## src/rtl/mem_pkg.sv

```systemverilog
// Package: mem_pkg
// Shared definitions for the data-memory access controller.
//   - size codes for load/store requests (byte, half, word, illegal)
//   - controller FSM state encoding
//   - req_is_bad(): legality / alignment check for a request
//   - lane_mask(): which byte lanes of the write data a store uses
package mem_pkg;

  localparam logic [1:0] SZ_B   = 2'b00;
  localparam logic [1:0] SZ_H   = 2'b01;
  localparam logic [1:0] SZ_W   = 2'b10;
  localparam logic [1:0] SZ_ILL = 2'b11;

  typedef enum logic [1:0] {
    ST_IDLE    = 2'd0,
    ST_ACCESS  = 2'd1,
    ST_CAPTURE = 2'd2,
    ST_RESP    = 2'd3
  } state_t;

  // A request is rejected when its size code is illegal or its address is
  // not naturally aligned for the access size.
  function automatic logic req_is_bad(input logic [1:0] size,
                                      input logic [1:0] addr_lo);
    return (size == SZ_ILL)
        || ((size == SZ_H) && addr_lo[0])
        || ((size == SZ_W) && (addr_lo != 2'b00));
  endfunction

  // Byte lanes carried by a store of the given size; other lanes go out as 0.
  function automatic logic [3:0] lane_mask(input logic [1:0] size);
    logic [3:0] m;
    case (size)
      SZ_B:    m = 4'b0001;
      SZ_H:    m = 4'b0011;
      default: m = 4'b1111;
    endcase
    return m;
  endfunction

endpackage

```

## src/rtl/load_extend.sv

```systemverilog
// Module: load_extend
// Combinational load-data formatter. Selects the low byte, low half or full
// word of the raw memory data and sign- or zero-extends it to 32 bits.
// Ports:
//   rdata       in  32  raw data from the memory (addressed byte in [7:0])
//   size        in  2   access size code (SZ_B / SZ_H / SZ_W)
//   is_unsigned in  1   1 = zero-extend, 0 = sign-extend
//   result      out 32  extended load value
module load_extend
  import mem_pkg::*;
(
  input  logic [31:0] rdata,
  input  logic [1:0]  size,
  input  logic        is_unsigned,
  output logic [31:0] result
);

  logic byte_fill;
  logic half_fill;

  // Fill bit for the upper bits: zero for unsigned, the top data bit otherwise.
  assign byte_fill = ~is_unsigned & rdata[7];
  assign half_fill = ~is_unsigned & rdata[15];

  always_comb begin
    result = rdata;
    case (size)
      SZ_B:    result = {{24{byte_fill}}, rdata[7:0]};
      SZ_H:    result = {{16{half_fill}}, rdata[15:0]};
      default: result = rdata;
    endcase
  end

endmodule

```

## src/rtl/mem_access_ctrl.sv

```systemverilog
// Module: mem_access_ctrl
// Requester-side controller for the byte-addressed data BRAM. Takes one
// load/store at a time, drives the BRAM port for a single cycle, extends load
// data, and returns every request through a valid/ready response. Misaligned
// or illegal-size requests are answered with resp_err and never reach memory.
// Ports:
//   clk, rst                 clock, synchronous active-high reset
//   req_valid / req_ready    request handshake (ready only while idle)
//   req_we, req_size,
//   req_unsigned, req_addr,
//   req_wdata                request fields
//   resp_valid / resp_ready  response handshake (valid held until ready)
//   resp_rdata, resp_err     response payload
//   mem_wen, mem_b, mem_h,
//   mem_u, mem_addr,
//   mem_wdata                registered BRAM port drive
//   mem_rdata                BRAM read data (one cycle after the address)
module mem_access_ctrl
  import mem_pkg::*;
#(
  parameter int ADDR_W = 10,
  parameter int DATA_W = 32
) (
  input  logic              clk,
  input  logic              rst,
  input  logic              req_valid,
  output logic              req_ready,
  input  logic              req_we,
  input  logic [1:0]        req_size,
  input  logic              req_unsigned,
  input  logic [ADDR_W-1:0] req_addr,
  input  logic [DATA_W-1:0] req_wdata,
  output logic              resp_valid,
  input  logic              resp_ready,
  output logic [DATA_W-1:0] resp_rdata,
  output logic              resp_err,
  output logic              mem_wen,
  output logic              mem_b,
  output logic              mem_h,
  output logic              mem_u,
  output logic [ADDR_W-1:0] mem_addr,
  output logic [DATA_W-1:0] mem_wdata,
  input  logic [DATA_W-1:0] mem_rdata
);

  localparam int LANES = DATA_W / 8;

  state_t state_reg, state_next;

  // Request fields still needed after the accept cycle.
  logic       we_reg,   we_next;
  logic [1:0] size_reg, size_next;
  logic       uns_reg,  uns_next;

  logic              resp_valid_next;
  logic [DATA_W-1:0] resp_rdata_next;
  logic              resp_err_next;
  logic              mem_wen_next;
  logic              mem_b_next;
  logic              mem_h_next;
  logic              mem_u_next;
  logic [ADDR_W-1:0] mem_addr_next;
  logic [DATA_W-1:0] mem_wdata_next;

  logic [LANES-1:0]  lane_en;
  logic [DATA_W-1:0] wdata_lanes;
  logic [DATA_W-1:0] ext_data;
  logic              req_bad;

  assign req_ready = (state_reg == ST_IDLE);
  assign req_bad   = req_is_bad(req_size, req_addr[1:0]);
  assign lane_en   = lane_mask(req_size);

  // Store data keeps only the lanes the access size writes; the rest are 0.
  genvar gi;
  generate
    for (gi = 0; gi < LANES; gi++) begin : g_lane
      assign wdata_lanes[8*gi +: 8] = lane_en[gi] ? req_wdata[8*gi +: 8] : 8'h00;
    end
  endgenerate

  // mem_rdata is valid during CAPTURE, where size_reg/uns_reg still hold the
  // request's attributes.
  load_extend u_load_extend (
    .rdata       (mem_rdata),
    .size        (size_reg),
    .is_unsigned (uns_reg),
    .result      (ext_data)
  );

  always_comb begin
    state_next      = state_reg;
    we_next         = we_reg;
    size_next       = size_reg;
    uns_next        = uns_reg;
    resp_valid_next = resp_valid;
    resp_rdata_next = resp_rdata;
    resp_err_next   = resp_err;
    // Write enable defaults low so it can only be high for the ACCESS cycle.
    mem_wen_next    = 1'b0;
    mem_b_next      = mem_b;
    mem_h_next      = mem_h;
    mem_u_next      = mem_u;
    mem_addr_next   = mem_addr;
    mem_wdata_next  = mem_wdata;

    case (state_reg)
      ST_IDLE: begin
        if (req_valid) begin
          we_next   = req_we;
          size_next = req_size;
          uns_next  = req_unsigned;
          if (req_bad) begin
            state_next      = ST_RESP;
            resp_valid_next = 1'b1;
            resp_err_next   = 1'b1;
            resp_rdata_next = '0;
          end else begin
            // Memory port is loaded here so it is presented during ACCESS.
            state_next     = ST_ACCESS;
            mem_addr_next  = req_addr;
            mem_b_next     = (req_size == SZ_B);
            mem_h_next     = (req_size == SZ_H);
            mem_u_next     = req_unsigned;
            mem_wen_next   = req_we;
            mem_wdata_next = req_we ? wdata_lanes : '0;
          end
        end
      end

      ST_ACCESS: begin
        if (we_reg) begin
          // The write commits on this edge, so the response can follow.
          state_next      = ST_RESP;
          resp_valid_next = 1'b1;
          resp_err_next   = 1'b0;
          resp_rdata_next = '0;
        end else begin
          state_next = ST_CAPTURE;
        end
      end

      ST_CAPTURE: begin
        state_next      = ST_RESP;
        resp_valid_next = 1'b1;
        resp_err_next   = 1'b0;
        resp_rdata_next = ext_data;
      end

      ST_RESP: begin
        if (resp_ready) begin
          state_next      = ST_IDLE;
          resp_valid_next = 1'b0;
          resp_err_next   = 1'b0;
          resp_rdata_next = '0;
        end
      end

      default: begin
        state_next = ST_IDLE;
      end
    endcase
  end

  always_ff @(posedge clk) begin
    if (rst) begin
      state_reg  <= ST_IDLE;
      we_reg     <= 1'b0;
      size_reg   <= SZ_B;
      uns_reg    <= 1'b0;
      resp_valid <= 1'b0;
      resp_rdata <= '0;
      resp_err   <= 1'b0;
      mem_wen    <= 1'b0;
      mem_b      <= 1'b0;
      mem_h      <= 1'b0;
      mem_u      <= 1'b0;
      mem_addr   <= '0;
      mem_wdata  <= '0;
    end else begin
      state_reg  <= state_next;
      we_reg     <= we_next;
      size_reg   <= size_next;
      uns_reg    <= uns_next;
      resp_valid <= resp_valid_next;
      resp_rdata <= resp_rdata_next;
      resp_err   <= resp_err_next;
      mem_wen    <= mem_wen_next;
      mem_b      <= mem_b_next;
      mem_h      <= mem_h_next;
      mem_u      <= mem_u_next;
      mem_addr   <= mem_addr_next;
      mem_wdata  <= mem_wdata_next;
    end
  end

endmodule
```

## config.mk

```make
export PLATFORM = sky130hd
export DESIGN_NAME = mem_access_ctrl
export DESIGN_NICKNAME = d
export VERILOG_FILES = /design/src/rtl/mem_pkg.sv /design/src/rtl/load_extend.sv /design/src/rtl/mem_access_ctrl.sv
export SDC_FILE = /design/constraint.sdc
export NUM_CORES = 1
export LEC_CHECK = 0
export BUFFER_PORTS_ARGS = -buffer_cell sky130_fd_sc_hd__buf_4
export CAP_MARGIN = 20
export CORE_ASPECT_RATIO = 1.25
export CORE_MARGIN = 2
export CORE_UTILIZATION = 35
export CTS_BUF_LIST = sky130_fd_sc_hd__clkbuf_8 sky130_fd_sc_hd__clkbuf_16
export CTS_CLUSTER_SIZE = 8
export DETAILED_ROUTE_END_ITERATION = 7
export GPL_TIMING_DRIVEN = 0
export PLACE_DENSITY = 0.67
export SETUP_SLACK_MARGIN = 0.3
export SLEW_MARGIN = 20
export SYNTH_ARGS = -nofsm -noshare
export SYNTH_HDL_FRONTEND = slang
export SYNTH_SLANG_ARGS = --single-unit
```

## constraint.sdc

```tcl
create_clock -name clk -period 1.7 [get_ports clk]
set_input_delay 0.34 -clock clk [delete_from_list [all_inputs] [get_ports clk]]
set_output_delay 0.34 -clock clk [all_outputs]
set_load 0.005 [all_outputs]
```

== Word level (Yosys, flattened, before mapping) ==
Cells that the tools add are included.

* Output and inout port bits: 81
* Flip-flop bits (word level): 86
* Logic and storage cells: 67

* Reductions and logical operators: 13
* Equality and inequality tests: 11
* Muxes and demuxes: 24
* Bitwise gates (word level): 6

{| class="wikitable"
|+ Operators with widths
! operator !! number
|-
| $mux W32 || 5
|-
| $pmux W32 S4 || 1
|-
| $pmux W32 S2 || 1
|-
| $mux W8 || 4
|-
| $eq A2 B2 Y1 const B || 4
|-
| $pmux W1 S4 || 2
|-
| $pmux W2 S4 || 1
|-
| $pmux W4 S2 || 1
|-
| $eq A2 B1 Y1 const B || 3
|-
| $logic_not A2 Y1 || 3
|-
| $mux W1 || 6
|-
| $mux W2 || 3
|-
| $ne A2 B2 Y1 const B || 3
|-
| $not A1 Y1 || 4
|-
| $reduce_and A2 Y1 || 2
|-
| $reduce_and A4 Y1 || 1
|-
| $reduce_or A4 Y1 || 1
|-
| $reduce_and A3 Y1 || 1
|-
| $and A1 B1 Y1 || 2
|-
| $logic_and A1 B1 Y1 || 2
|-
| $logic_or A1 B1 Y1 || 2
|-
| $ne A2 B1 Y1 const B || 1
|-
| $reduce_bool A2 Y1 || 1
|}

== Longest topological paths before layout ==
* Word-level depth: 7
* Depth in mapped cells: 9
* Depth with buffers taken out: 6

== Modules after synthesis ==
From an unflattened synthesis, not the netlist that was laid out.

* Cells, all modules: 464
* Area total of the unflattened synthesis: 3781.1 um^2

{| class="wikitable"
|+ By module, submodules not included
! module !! cells each !! instances !! area an instance (um^2) !! seq. area each (um^2)
|-
| mem_access_ctrl || 397 || 1 || 3425.8 || 1721.7
|-
| load_extend || 67 || 1 || 355.3 || 0.0
|}

== Least setup slack after synthesis ==
OpenSTA, ideal clock, no wires.

* Kind: reg-to-reg
* Start point: register state_reg[0]
* End point: register mem_h
* Stages on the path, launching flop included: 10
* Slack: 10 ps
* Setup time: 128 ps
* Data arrival time: 1563 ps
* Clock period less this slack: 1690 ps
* Path buffers: 3
* Cells stage by stage: dfxtp_1 > inv_1 > ha_1 > buf_4 > nand2_1 > o21bai_1 > buf_2 > buf_4 > a21oi_1 > nor2_1

* Cells in the longest elaborated chain, start to end: 2

{| class="wikitable"
|+ Ends and longest elaborated chain
! item !! line !! RTL
|-
| from (decl) || mem_access_ctrl.sv:48 || <nowiki>state_t state_reg, state_next;</nowiki>
|-
| from (signal assigned) || mem_access_ctrl.sv:181 || <nowiki>state_reg <= state_next;</nowiki>
|-
| $logic_not A2 Y1 || n/a ||
|-
| named net req_ready || mem_access_ctrl.sv:27 || <nowiki>output logic req_ready,</nowiki>
|-
| $reduce_and A3 Y1 (no line) || n/a ||
|-
| to (signal assigned) || mem_access_ctrl.sv:190 || <nowiki>mem_h <= mem_h_next;</nowiki>
|-
| to (decl) || mem_access_ctrl.sv:39 || <nowiki>output logic mem_h,</nowiki>
|}

The timed path passes the listed nets, and every way through them passes these cells.
A chain may end at the register's enable or synchronous reset.

== Worst setup path after layout ==
* Start point: register state_reg[1]
* End point: register resp_rdata[20]

* Cells in the longest elaborated chain, start to end: 3

{| class="wikitable"
|+ Ends and longest elaborated chain
! item !! line !! RTL
|-
| $eq A2 B1 Y1, or another cell as far along || mem_access_ctrl.sv:107 || <nowiki>case (state_reg)</nowiki>
|-
| $ne A2 B2 Y1 (no line) / $ne A2 B1 Y1 (equally long branches) || n/a ||
|-
| $reduce_and A4 Y1 (no line) || n/a ||
|-
| to (signal assigned) || mem_access_ctrl.sv:186 || <nowiki>resp_rdata <= resp_rdata_next;</nowiki>
|-
| to (decl) || mem_access_ctrl.sv:35 || <nowiki>output logic [DATA_W-1:0] resp_rdata,</nowiki>
|}

Parallel ways exist; a longest one is shown, timed or not.

==> out/qor.yml <==
grt_antenna_before_repair: 0
cpMostUsedCell: "buf_8"
crit_required_ns: 1.97
setup_viol: 0
seq_area_sq_mm: 0.00172
clock_skew_ns: 0.00545
fin_crit_sh_pct: 95.7
diodes: 0
p_leak_nw: 2.58
clockBufferDepth: 2
r2r_end: "resp_rdata[20]$_SDFFE_PP0P_"
grt_max_degree: 15
grt_pass1_vias: 3851
clk-insertion-delay-late_ns: 0.34
areaGrowthSynthToFinish_pct: 78.7
top_level_ports: 163
cts_tree: "done"
num_vias: 4099
synth_warnings: 0
slowest_delay_ns: 0.35
multiInputGateArea_sq_mm: 0.00211
die_area_sq_mm: 0.0112
num-fill-cells: 836
path_depth: 9
fp.dieW_microns: 95.0
crit_slowest_cell: "dfxtp_2"
power.density_mw_per_mm2: 1270
synth_edf_count: 0
reg2regPathDepth: 9
r2r_slack_ns: 0.07
via_per_inst: 5.14
crit_arrival_ns: 1.89
final-max-slew-violation-count: 0
ys_async_sr_fraction_pct: 0
slew_headroom_pct: 55.1
min_to: "mem_addr[8]$_SDFFE_PP0P_"
cts_root_buffer: "clkbuf_16"
period_minus_slack_ns: 1.63
mostFrequentLayoutCells: "buf_4, dfxtp_1, nand2_1"
synth.distinct_cells: 34
antenna_left: 0
holdPathStages: 3
rows: 41
hold_viol_final: 0
post_drt_wl_per_cell_microns: 16.4
worstMarginPinSlew_ns: 0.674
drive_gt1_share_pct: 50.7
die_h_microns: 118
ys_ff_latch: 86
path_cells: "inv_2, buf_4, ha_4, nand2b_4, and3_4, buf_8, buf_8, nand4_1, a21oi_2"
preCtsSetupSlack_ns: -0.107
ys_seq_area_share_pct: 47.6
grtUsageTotal_pct: 21.7
syn_area_sq_mm: 0.00362
crit_type: "flip-flop to flip-flop"
drt-total-wl_microns: 13100
grt_pass1_wl_microns: 19300
setup_tns_ns: 0
overflow: 0
grt_setup_unrepaired: "yes"
hold_ws_ns: 0.247
start_util_pct: 35.8
core_area_sq_mm: 0.0101
clk_pin_slew_ns: 0.06
htree_levels: 3
nets: 751
drc: 0
clkSinkCount: 86
hold_path.class: "input port to flip-flop"
layout_commonest_cell: "buf_4"
syn_nets: 533
worstPathMaxFanout: 10
hpwl_microns: 8400
hp-start: "req_addr[8]"
routabilityCongestion: 0.786
crit_family: "buffers and inverters"
status: "completed"
crit_path_end_kind: "flip-flop"
avgSynthCellArea_sq_um: 8.12
startpoint_type: "flip-flop"
largestRegisters: "mem_wdata x32, resp_rdata x32, mem_addr x10"
fmax_mhz: 614
cts_made_buffers: 9
cp.buffers_inverters: 4
drtIter0Drc: 143
synth_flop_cell: "dfxtp_1"
peakVddDrop_v: 0.000632
holdBufCountCts: 0
portBuffers: 161
syn_inst: 446
setup_slack_ns: 0.0723
drv_cap: 0
reg2reg_from: "state_reg[1]$_SDFFE_PP0P_"
dr.pass1.iters: 4
## synth_stat cells (all sizes together), types with 3 or more instances
cell type,number,area [sq um]
nand2b,17,106
o21ai,43,223
nand4,32,200
clkbuf,19,76.3
buf,25,163
dfxtp,86,1720
nand2,71,267
a211oi,4,30.0
or2b,3,22.5
nand3,38,190
ha,5,62.6
a21oi,84,424
## through the flow
stage          total power [mW]  instances  util [%]  cell area [sq um]
4_1_cts                    7.66        786      59.5               6010
3_5_place_dp               4.72        736      50.5               5100
6_report                   8.25        798      64.0               6470
5_1_grt                    8.63        798      64.0               6470
3_3_place_gp               4.67        736      50.5               5100
2_1_floorplan              3.82        446         -               3730
## power by group
| group | leakage [nW] | total [mW] | switching, mW | internal (mW) |
|---|---|---|---|---|
| combinational | 1.73 | 3.70 | 1.73 | 1.96 |
| clock | 0.154 | 2.14 | 0.822 | 1.32 |
| sequential | 0.697 | 2.40 | 0.145 | 2.26 |
## what timing repair did
item | 4_1_cts | 5_1_grt
pin swaps | 41 | 58
buffers inserted | 26 | 8
resized for setup | 71 | 71
gates cloned | 8 | 4
endpoints found under the setup margin | 81 | 87
## per-layer routing
layer  vias to the layer above  global-route usage (%)  part of all wire, %
met3                        17                    5.51                  7.7
met2                       151                    37.6                   53
li1                       1998                       -                    -
met5                         -                       0                    0
met4                         0                    7.70                  1.4
met1                      1933                    25.3                   38
## cell families (layout without fill, tap and decap cells)
logic type | count (synthesis) | in the layout | synth area share (%)
simple gates | 171 | 171 | 23.6
compound gates | 137 | 137 | 20.0
flops | 86 | 86 | 47.6
buf+inv | 46 | 269 | 6.81
fa+ha+maj | 5 | 5 | 1.73
mux | 1 | 1 | 0.277
## worst max path at each step
stage                                              to  slack [ns]                       from
after detailed placement  resp_rdata[20]$_SDFFE_PP0P_       -0.11                req_addr[0]
after global routing       mem_wdata[26]$_SDFFE_PP0P_       0.007  state_reg[0]$_SDFFE_PP0P_
after floorplan            mem_wdata[10]$_SDFFE_PP0P_        0.25  state_reg[1]$_SDFFE_PP0P_
final                     resp_rdata[20]$_SDFFE_PP0P_        0.07  state_reg[1]$_SDFFE_PP0P_
after CTS                 resp_rdata[30]$_SDFFE_PP0P_        0.10  state_reg[0]$_SDFFE_PP0P_
after global placement    resp_rdata[22]$_SDFFE_PP0P_       -0.04                req_addr[0]
## tightest hold or removal path: cells and delay by family
kind | cells | cell delay (ns)
AOI/OAI and AO/OA | 1 | 0.05
buffers and inverters | 1 | 0.11
and+or+nand+nor | 1 | 0.04
## cell type report
cell class	count	share of cell area, %
flip-flops and latches	86	26.7
clock buffers	10	3.70
repair buffers	207	26.9
plain buffers	44	6.19
well taps	129	2.50
inverters	2	0.155
multi-input cells	314	32.6
clock inverters	6	1.32
Power figures use the tool's default switching activity.
